===== src/rtl/fre_meas_pkg.sv =====
// fre_meas_pkg: shared definitions for the frequency-measurement scheduler.
//   state_t : scheduler FSM encoding
//   CLK_FS  : sys_clk frequency in Hz
//   CNT_W   : width of the engine reference/external counts
//   GATE_W  : width of the gate-length field
package fre_meas_pkg;

  localparam int CLK_FS = 200_000_000;
  localparam int CNT_W  = 64;
  localparam int GATE_W = 32;

  typedef enum logic [2:0] {
    S_IDLE   = 3'd0,
    S_ARB    = 3'd1,
    S_START  = 3'd2,
    S_WAIT   = 3'd3,
    S_RESULT = 3'd4
  } state_t;

endpackage


===== src/rtl/fre_meas_sched_rr_arb.sv =====
// rr_arb: combinational round-robin picker.
//   req     : per-channel request
//   ptr     : last winner; search starts at ptr+1 mod NCH
//   gnt     : one-hot winner, zero when no request
//   gnt_idx : binary index of the winner
module rr_arb #(
  parameter int NCH = 4,
  parameter int SW  = 2
) (
  input  logic [NCH-1:0] req,
  input  logic [SW-1:0]  ptr,
  output logic [NCH-1:0] gnt,
  output logic [SW-1:0]  gnt_idx
);

  logic [SW-1:0] idx;

  // Scan from the farthest channel to the nearest; the channel right after
  // ptr is written last and therefore wins.
  always_comb begin
    gnt     = '0;
    gnt_idx = '0;
    idx     = '0;
    for (int off = NCH; off >= 1; off--) begin
      idx = SW'((int'(ptr) + off) % NCH);
      if (req[idx]) begin
        gnt      = '0;
        gnt[idx] = 1'b1;
        gnt_idx  = idx;
      end
    end
  end

endmodule


===== src/rtl/fre_meas_sched.sv =====
// fre_meas_sched: shares one frequency-measurement engine among NCH requesters.
//   sys_clk, rst            : clock, async active-high reset
//   req, gate_len           : level requests; gate length sampled at grant (0 = GATE_DEF)
//   grant, eng_sel, eng_gate: owner (one-hot), engine clock mux select, applied gate
//   eng_start, eng_done     : engine start pulse / completion pulse
//   eng_cnt_sys/ext         : engine counts, valid with eng_done
//   res_valid/res_ready     : result handshake; res_ch, res_cnt_*, res_err held until accepted
//   busy                    : high outside IDLE
module fre_meas_sched
  import fre_meas_pkg::*;
#(
  parameter int  NCH       = 4,
  parameter int  GATE_DEF  = 2 * CLK_FS,
  parameter int  TO_MARGIN = 1024,
  localparam int SW        = (NCH > 1) ? $clog2(NCH) : 1
) (
  input  logic              sys_clk,
  input  logic              rst,
  input  logic [NCH-1:0]    req,
  input  logic [GATE_W-1:0] gate_len,
  output logic [NCH-1:0]    grant,
  output logic [SW-1:0]     eng_sel,
  output logic [GATE_W-1:0] eng_gate,
  output logic              eng_start,
  input  logic              eng_done,
  input  logic [CNT_W-1:0]  eng_cnt_sys,
  input  logic [CNT_W-1:0]  eng_cnt_ext,
  output logic              res_valid,
  input  logic              res_ready,
  output logic [SW-1:0]     res_ch,
  output logic [CNT_W-1:0]  res_cnt_sys,
  output logic [CNT_W-1:0]  res_cnt_ext,
  output logic              res_err,
  busy
);

  // Expiry is flagged while the counter still holds 2: the START cycle and the
  // RESULT register stage each take one cycle of the budget, so res_valid
  // rises exactly eng_gate+TO_MARGIN cycles after eng_start.
  localparam logic [GATE_W:0] TMO_FIRE = (GATE_W+1)'(2);

  state_t              state_q, state_d;
  logic [SW-1:0]       ptr_q, arb_idx;
  logic [NCH-1:0]      arb_gnt;
  logic [GATE_W:0]     tmo_q;
  logic                expire;

  rr_arb #(.NCH(NCH), .SW(SW)) u_arb (
    .req     (req),
    .ptr     (ptr_q),
    .gnt     (arb_gnt),
    .gnt_idx (arb_idx)
  );

  assign expire = (tmo_q <= TMO_FIRE);

  always_comb begin
    state_d   = state_q;
    eng_start = 1'b0;
    res_valid = 1'b0;
    busy      = 1'b1;
    case (state_q)
      S_IDLE: begin
        busy = 1'b0;
        if (|req) state_d = S_ARB;
      end
      S_ARB:    state_d = (|req) ? S_START : S_IDLE;
      S_START: begin
        eng_start = 1'b1;
        state_d   = S_WAIT;
      end
      S_WAIT:   if (eng_done || expire) state_d = S_RESULT;
      S_RESULT: begin
        res_valid = 1'b1;
        if (res_ready) state_d = S_IDLE;
      end
      default:  state_d = S_IDLE;
    endcase
  end

  always_ff @(posedge sys_clk or posedge rst) begin
    if (rst) begin
      state_q     <= S_IDLE;
      ptr_q       <= SW'(NCH - 1);
      grant       <= '0;
      eng_sel     <= '0;
      eng_gate    <= '0;
      tmo_q       <= '0;
      res_ch      <= '0;
      res_cnt_sys <= '0;
      res_cnt_ext <= '0;
      res_err     <= 1'b0;
    end else begin
      state_q <= state_d;
      case (state_q)
        S_ARB: if (|req) begin
          grant    <= arb_gnt;
          eng_sel  <= arb_idx;
          ptr_q    <= arb_idx;
          eng_gate <= (gate_len == '0) ? GATE_W'(GATE_DEF) : gate_len;
        end
        S_START: tmo_q <= {1'b0, eng_gate} + (GATE_W+1)'(TO_MARGIN);
        S_WAIT: begin
          if (tmo_q != '0) tmo_q <= tmo_q - 1'b1;
          // A completion in the expiry cycle still counts as a real result.
          if (eng_done) begin
            res_ch      <= eng_sel;
            res_cnt_sys <= eng_cnt_sys;
            res_cnt_ext <= eng_cnt_ext;
            res_err     <= (eng_cnt_sys == '0) || (eng_cnt_ext == '0);
          end else if (expire) begin
            res_ch      <= eng_sel;
            res_cnt_sys <= '0;
            res_cnt_ext <= '0;
            res_err     <= 1'b1;
          end
        end
        S_RESULT: if (res_ready) grant <= '0;
        default: ;
      endcase
    end
  end

endmodule


===== config.mk =====
export PLATFORM = sky130hd
export DESIGN_NAME = fre_meas_sched
export DESIGN_NICKNAME = d
export VERILOG_FILES = /design/src/rtl/fre_meas_pkg.sv /design/src/rtl/fre_meas_sched_rr_arb.sv /design/src/rtl/fre_meas_sched.sv
export SDC_FILE = /design/constraint.sdc
export NUM_CORES = 1
export LEC_CHECK = 0
export BUFFER_PORTS_ARGS = -buffer_cell sky130_fd_sc_hd__buf_2
export CAP_MARGIN = 40
export CORE_MARGIN = 2
export CORE_UTILIZATION = 45
export DETAILED_ROUTE_END_ITERATION = 10
export PLACE_DENSITY = 0.85
export SYNTH_ARGS = -nofsm -noshare
export SYNTH_HDL_FRONTEND = slang
export SYNTH_HIERARCHICAL = 1
export SYNTH_SLANG_ARGS = --single-unit

===== constraint.sdc =====
create_clock -name sys_clk -period 21 [get_ports sys_clk]
set_input_delay 3.15 -clock sys_clk [delete_from_list [all_inputs] [get_ports sys_clk]]
set_output_delay 3.15 -clock sys_clk [all_outputs]
set_load 0.03 [all_outputs]

# Yosys cells after proc, flatten, opt, wreduce, memory -nomap -nowiden
# Cells that the tools add are included.
totals:
  ff_bits: 207
  latch_bits: 0
  ram_bits: 0
  mem_bits_ro: 0
  inputBits: 168
  out_inout_bits: 172
  word_cells: 99
  mem_count: 0
op_classes:
  addsub: 6
  n_mul: 0
  div_mod_pow: 0
  magnitude_cmp: 9
  n_eq_ne: 9
  shifts: 0
  muxes: 45
  bitwise: 0
  n_reduce_logical: 20
ops:
  columns: ["operator", "count"]
  rows:
  - ["two-way mux 64 bit", 3]
  - ["zero test 64 bit", 2]
  - ["one-hot mux 33 bit (2 select lines)", 1]
  - ["adder 32 x 11 -> 33 bit (second input constant)", 1]
  - ["<= comparator 33 x 2 -> 1 bit (second input constant)", 1]
  - ["two-way mux 33 bit", 1]
  - ["nonzero test 33 bit", 1]
  - ["subtractor 33 x 1 -> 33 bit (second input constant)", 1]
  - ["zero test 32 bit", 1]
  - ["two-way mux 32 bit", 1]
  - ["two-way mux 4 bit", 6]
  - ["one-hot mux 3 bit (5 select lines)", 1]
  - ["two-way mux 2 bit", 7]
  - ["two-way mux 1 bit", 13]
  - ["< comparator 2 x 3 -> 1 bit (second input constant)", 4]
  - ["inequality test 2 bit (second input constant)", 5]
  - ["two-way mux 3 bit", 3]
  - ["binary-select mux 1 bit (select 2 bit)", 4]
  - ["demux 1 bit (select 2 bit)", 4]
  - ["greater-or-equal comparator 2 x 1 -> 1 bit (second input constant)", 4]
  - ["one-hot mux 4 bit (2 select lines)", 1]
  - ["equality test 3 x 2 -> 1 bit (second input constant)", 2]
  - ["AND reduction 2 bit", 3]
  - ["AND reduction 3 bit", 2]
  - ["other kinds (9)", 17]

# Depth between registers and ports, before layout
# Gate-level depths: netlist (run 1).
depth:
  ltp_word: 11
  ltp_mapped: 10
  mapped_depth_nobuf: 8

# Modules after synthesis
# The synthesis (run 1) kept the hierarchy.
modules_own_cells:
  columns: ["mod", "n_inst", "cells_each", "area_per_inst_um2", "seq_area_each_um2"]
  rows:
  - ["fre_meas_sched", 1, 800, 9136.3, 5182.5]
  - ["rr_arb", 1, 62, 516.7, 0.0]

# Least setup slack after synthesis (run 1)
# OpenSTA, ideal clock, no wires.
synth_timing:
  path_kind: "input-to-reg"
  from: "input port req[1]"
  to: "register eng_gate[10]"
  setup_time_ns: 0.121
  arrival_time_ns: 4.512
  t_required_ns: 20.879
  setup_slack_ns: 16.367
  stages: 6
  n_path_buf: 2
  path_cell_list: "or4_1 > nand3b_1 > nor2_1 > clkbuf_1 > clkbuf_1 > o22a_1"
synth_via:
  elab_chain_cells: 2
synth_lines:
  columns: ["element", "line_no", "text"]
  rows:
  - ["start, declared", "fre_meas_sched.sv:19", "input logic [NCH-1:0] req,"]
  - ["OR reduction 4 bit", "fre_meas_sched.sv:96", "S_ARB: if (|req) begin"]
  - ["AND reduction 2 bit (no source line)", null, null]
  - ["end signal, assigned", "fre_meas_sched.sv:100", "eng_gate <= (gate_len == '0) ? GATE_W'(GATE_DEF) : gate_len;"]
  - ["end, declared", "fre_meas_sched.sv:23", "output logic [GATE_W-1:0] eng_gate,"]
# Every way passes these cells.
# A chain may end at the register's enable or synchronous reset.

# Worst setup path after layout (run 1)
layout_timing:
  from: "register state_q[0]"
  to: "output port busy"
layout_via:
  elab_chain_cells: 2
layout_lines:
  columns: ["element", "line_no", "text"]
  rows:
  - ["start, declared", "fre_meas_sched.sv:42", "state_t state_q, state_d;"]
  - ["start signal, assigned", "fre_meas_sched.sv:94", "state_q <= state_d;"]
  - ["zero test 3 bit", "fre_meas_sched.sv:62", "case (state_q)"]
  - ["two-way mux 1 bit", "fre_meas_sched.sv:62", null]
  - ["end, declared", "fre_meas_sched.sv:34", "busy"]
# Every way passes these cells.

==> metrics.txt, run 1 <==
run status=finished clean; global-route wire length before repair=46300 um; die height=150 um; Vias/cell=6.05; Yosys cell types=65; Mean Syn Cell Area=11.2 um^2; total number of vias=8884; FILL cells=1728; post-cts resize count=0; total power=2.31 mW; TNS Setup=0 ps; chip width=150 um; top-area cell type share of the netlist area=0.531; Cells after Synth=862; Worst VDD drop=0.111 mV; initial DRC count=770; Worst-path clk slew=60 ps; antenna viol nets, final=0; Core ar.=21000 um^2; yosys warns=6; Lkg Pwr=5.92 nW; RSZ-0062 raised after global routing=false; fin nets=1355; Detailed Routing Iterations Pass 1=5; CP Max Fanout=11; worst slew pin tran=836 ps; CTS tree=done; vias in the first global route=8388; Yosys reg bits=207; row cnt=53; ys async rst share=1.00; Final period util=0.233; Setup Slack @ Placement=15660 ps; Non-Filler Instances=1469; pin count of the biggest net entering global routing=86; worst-skew pair later-pin latency=510 ps; GRT overflow=0; antenna cells=0; drt total wl=30900 um; CTS Buf Count=23; mapped cell area=9650 um^2; slack of the critical path=16110 ps; FMAX=204 MHz; Setup Fix Bufs, Post-CTS=0; H-tree levels=1; Seq/Total Area, Yosys=0.537; clk root buf=clkbuf_16; top post-synthesis cells by area=dfrtp_1 53%, a22o_1 12%, nor4_1 3.2%; syn nets=1040; Placer Congestion=0.885; I/O Pins=340; max-slew violations=0; post-layout instance area=12300 um^2; Crit. End Element=output pin; Starting Density=0.459; # port buffers=339; antenna violations before repair=1; Residual DRC=0; maxcap violations=0; endpoints failing hold=0; final hold slack=496 ps; Setup CP Type=register to output pin; placed insts=1427; final core utilization=0.587; total track usage=0.257; Yosys top cell by area=dfrtp_1; Area Overhead vs Synth=27.8%; data required time of the worst path=17850 ps; hold_buf cts=0; area of placed instances=11600 um^2; PwrDens=187 nW/um^2; die area=22600 um^2; Post-DP HPWL=22200 um; average wire per standard cell=21.0 um; crit start category=register; Worst slew margin=0.443; Most used DFF post-synth=dfrtp_1; WP data arrival=1740 ps; fraction of layout cells with a size suffix above 1=0.358; endpoints failing setup=0; Hold Crit Class=register to register; clock buffer depth=3; Final min period=4890 ps; Post-synth EDFFs=0; CTS sink cnt=207; skew final=9.15 ps
## per-layer routing
layer	GRT usage	wire length (um)
met4	0.0854	840
met1	0.359	12900
met5	0	13
met3	0.0494	2530
met2	0.404	14600
## cell type report
type | count | area (um^2) | area share
clock buffers | 32 | 639 | 0.0518
multi-input cells | 574 | 4100 | 0.332
well taps | 275 | 344 | 0.0279
clock inverters | 10 | 131 | 0.0106
inverters | 18 | 75.1 | 0.00608
repair buffers | 353 | 1870 | 0.151
flip-flops and latches | 207 | 5180 | 0.420
## layout by cell type, fill, tap and decap left out, drive strengths merged, types with 4 or more instances in the layout
master,n
ha,10
inv,19
a221oi,4
a22oi,7
a22o,129
o22ai,8
a2bb2oi,5
clkinv,5
and3,4
nand3,15
clkbuf,32
o22a,19
dfrtp,205
xor2,11
nand2,41
and4,5
nor2,32
nor2b,5
a21oi,44
nand4,19
xnor2,6
a31oi,6
or3,12
mux2,22
mux2i,8
or4,7
nor4,49
o21ai,46
nand3b,5
nor3,17
o211ai,6
buf,353
## critical path, stage by stage, from the launching register on
cell     delay [ps]
dfrtp_1         490
or3_1           520
buf_2           230
## synthesized netlist by cell type, types with 3 or more instances
master / instances
clkbuf_1: 42
a22oi_1: 7
nor2b_1: 4
mux2i_1: 8
o32ai_1: 3
a22o_1: 129
ha_1: 10
nand3b_1: 5
buf_6: 12
a21oi_1: 43
xor2_1: 11
o22a_1: 19
o22ai_1: 8
o211ai_1: 6
a221oi_1: 4
dfrtp_1: 205
inv_1: 17
nand3_1: 15
and4_1: 5
o21a_1: 3
a2bb2oi_1: 5
o21ai_0: 44
and3_1: 4
or3_1: 11
nand2_1: 41
o31a_1: 3
a31oi_1: 6
nor2_1: 32
nand4_1: 19
mux2_2: 20
buf_2: 5
nor3_1: 17
or4_1: 7
nor4_1: 49
xnor2_1: 6
## flip-flops by register name, indices dropped and copies added, names as in the netlist
register / flops
eng_gate: 32
eng_sel: 2
grant: 4
ptr_q: 2
res_ch: 2
res_cnt_ext: 64
res_cnt_sys: 64
res_err: 1
state_q: 3
tmo_q: 33
## cell families after synthesis
group | count (synthesis) | share of synthesized area
buf+inv | 81 | 0.0421
flops | 207 | 0.537
xor+xnor | 17 | 0.0154
fa+ha+maj | 10 | 0.0130
compound gates | 295 | 0.229
mux | 32 | 0.0390
simple gates | 220 | 0.125
## worst paths after layout
kind                                              from                     endpoint  slack [ps]  depth (start not counted)
max in group asynchronous                          rst      eng_gate[7]$_DFFE_PP0P_       17290                          4
setup / recovery                state_q[0]$_DFFE_PP0P_                         busy       16110                          2
min in group asynchronous                          rst  res_cnt_ext[12]$_DFFE_PP0P_        2610                          2
setup reg to reg                 tmo_q[10]$_DFFE_PP0P_  res_cnt_ext[51]$_DFFE_PP0P_       17510                          8
hold reg to reg            res_cnt_sys[19]$_DFFE_PP0P_  res_cnt_sys[19]$_DFFE_PP0P_         500                          1
hold / removal             res_cnt_sys[19]$_DFFE_PP0P_  res_cnt_sys[19]$_DFFE_PP0P_         500                          1
## where the power goes
group / total (mW) / leakage [nW] / internal (mW) / switching [mW]
combinational: 1.13 / 3.02 / 0.409 / 0.719
sequential: 0.768 / 2.52 / 0.593 / 0.176
clock: 0.413 / 0.379 / 0.250 / 0.164
total: 2.31 / 5.92 / 1.25 / 1.06
Power figures use the tool's default switching activity.
==> inputs of run 2 (changes only) <==
PLACE_DENSITY = 0.88   (was 0.85)
clock period = 4.4 ns   (was 21 ns; I/O delays follow)
==> metrics.txt, run 2 (synthesis gave the netlist of run 1 again) <==
Placer Congestion=0.861; area of placed instances=11500 um^2; fin nets=1355; drt total wl=31500 um; Lkg Pwr=5.93 nW; slack of the critical path=1340 ps; skew final=17.6 ps; data required time of the worst path=4810 ps; Starting Density=0.459; Crit. End Element=register; Reg2Reg Depth=7; total number of vias=8987; Area Overhead vs Synth=28.4%; placed insts=1426; average wire per standard cell=21.4 um; endpoints failing hold=0; global-route wire length before repair=46700 um; Hold Crit Class=input pin to async pin; Setup Slack @ Placement=1350 ps; antenna cells=0; run status=finished clean; worst slew pin tran=816 ps; CTS tree=done; row cnt=53; post-cts resize count=0; total track usage=0.261; clk root buf=clkbuf_16; chip width=150 um; max-slew violations=0; fraction of layout cells with a size suffix above 1=0.362; CTS Buf Count=24; Detailed Routing Iterations Pass 1=5; post-layout instance area=12400 um^2; RSZ-0062 raised after global routing=false; Reg2Reg Launch Point=tmo_q[11]$_DFFE_PP0P_; Vias/cell=6.11; Residual DRC=0; Core ar.=21000 um^2; Setup CP Type=register to register; maxcap violations=0; CP Max Fanout=63; antenna viol nets, final=0; Final period util=0.695; Non-Filler Instances=1470; I/O Pins=340; commonest non-fill, non-tap cell in the layout=buf_2; initial DRC count=741; total power=11.2 mW; H-tree levels=1; Worst VDD drop=0.424 mV; crit start category=register; Worst-path clk slew=60 ps; die area=22600 um^2; pin count of the biggest net entering global routing=122; hold_buf cts=0; FF-to-FF setup slack=1340 ps; Worst slew margin=0.452; commonest cells after routing, fill and taps aside=340 x buf_2, 205 x dfrtp_1, 129 x a22o_1; r2r endpoint=res_ch[0]$_DFFE_PP0P_; worst-skew pair later-pin latency=520 ps; Final min period=3060 ps; die height=150 um; # port buffers=339; FMAX=327 MHz; vias in the first global route=8403; PwrDens=904 nW/um^2; CTS sink cnt=207; GRT overflow=0; endpoints failing setup=0; WP data arrival=3460 ps; antenna violations before repair=0; Setup Fix Bufs, Post-CTS=0; TNS Setup=0 ps; biggest regs=res_cnt_ext: 64 flops, res_cnt_sys: 64 flops, tmo_q: 33 flops; Post-DP HPWL=22300 um; clock buffer depth=3
[run 2: through the flow]
stage	utilization	hold slack (ps)
after floorplan	-	460
after global placement	0.546	475
after detailed placement	0.549	477
after CTS	0.589	5.00
after global routing	0.589	9.00
final	0.589	20.4
[run 2: how the worst max path moves through the flow]
stage,slack [ps],startpoint,to,depth (start not counted)
after floorplan,1060,rst,eng_gate[0]$_DFFE_PP0P_,1
after global placement,1270,gate_len[0],eng_gate[20]$_DFFE_PP0P_,5
after detailed placement,1350,tmo_q[11]$_DFFE_PP0P_,res_ch[0]$_DFFE_PP0P_,7
after CTS,1360,tmo_q[11]$_DFFE_PP0P_,res_ch[0]$_DFFE_PP0P_,7
after global routing,1200,tmo_q[0]$_DFFE_PP0P_,tmo_q[26]$_DFFE_PP0P_,8
final,1340,tmo_q[11]$_DFFE_PP0P_,res_ch[0]$_DFFE_PP0P_,7
[run 2: layout make-up]
type / instances / area [um^2]
well taps: 275 / 344
fillers: 1658 / 8630
flip-flops and latches: 207 / 5180
clock buffers: 28 / 636
multi-input cells: 574 / 4100
repair buffers: 352 / 1840
clock inverters: 16 / 215
inverters: 18 / 71.3
[run 2: routing by layer]
layer / vias to the layer above / share of wire / track usage
met5: - / 0 / 0.00227
met4: 0 / 0.031 / 0.0934
met3: 73 / 0.093 / 0.0667
met2: 503 / 0.47 / 0.396
met1: 4441 / 0.41 / 0.365
li1: 3970 / - / -
[run 2: critical path: stages, from the launching register on]
cell     delay, ps
dfrtp_1        450
or4_1          570
or4_1          560
or3_4          360
a21oi_4        200
o21ai_4         70
buf_4          310
mux2_1         390
[run 2: power by group]
group	switching (mW)	internal, mW	total, mW
sequential	0.848	2.83	3.68
clock	0.845	1.29	2.13
combinational	3.45	1.94	5.39
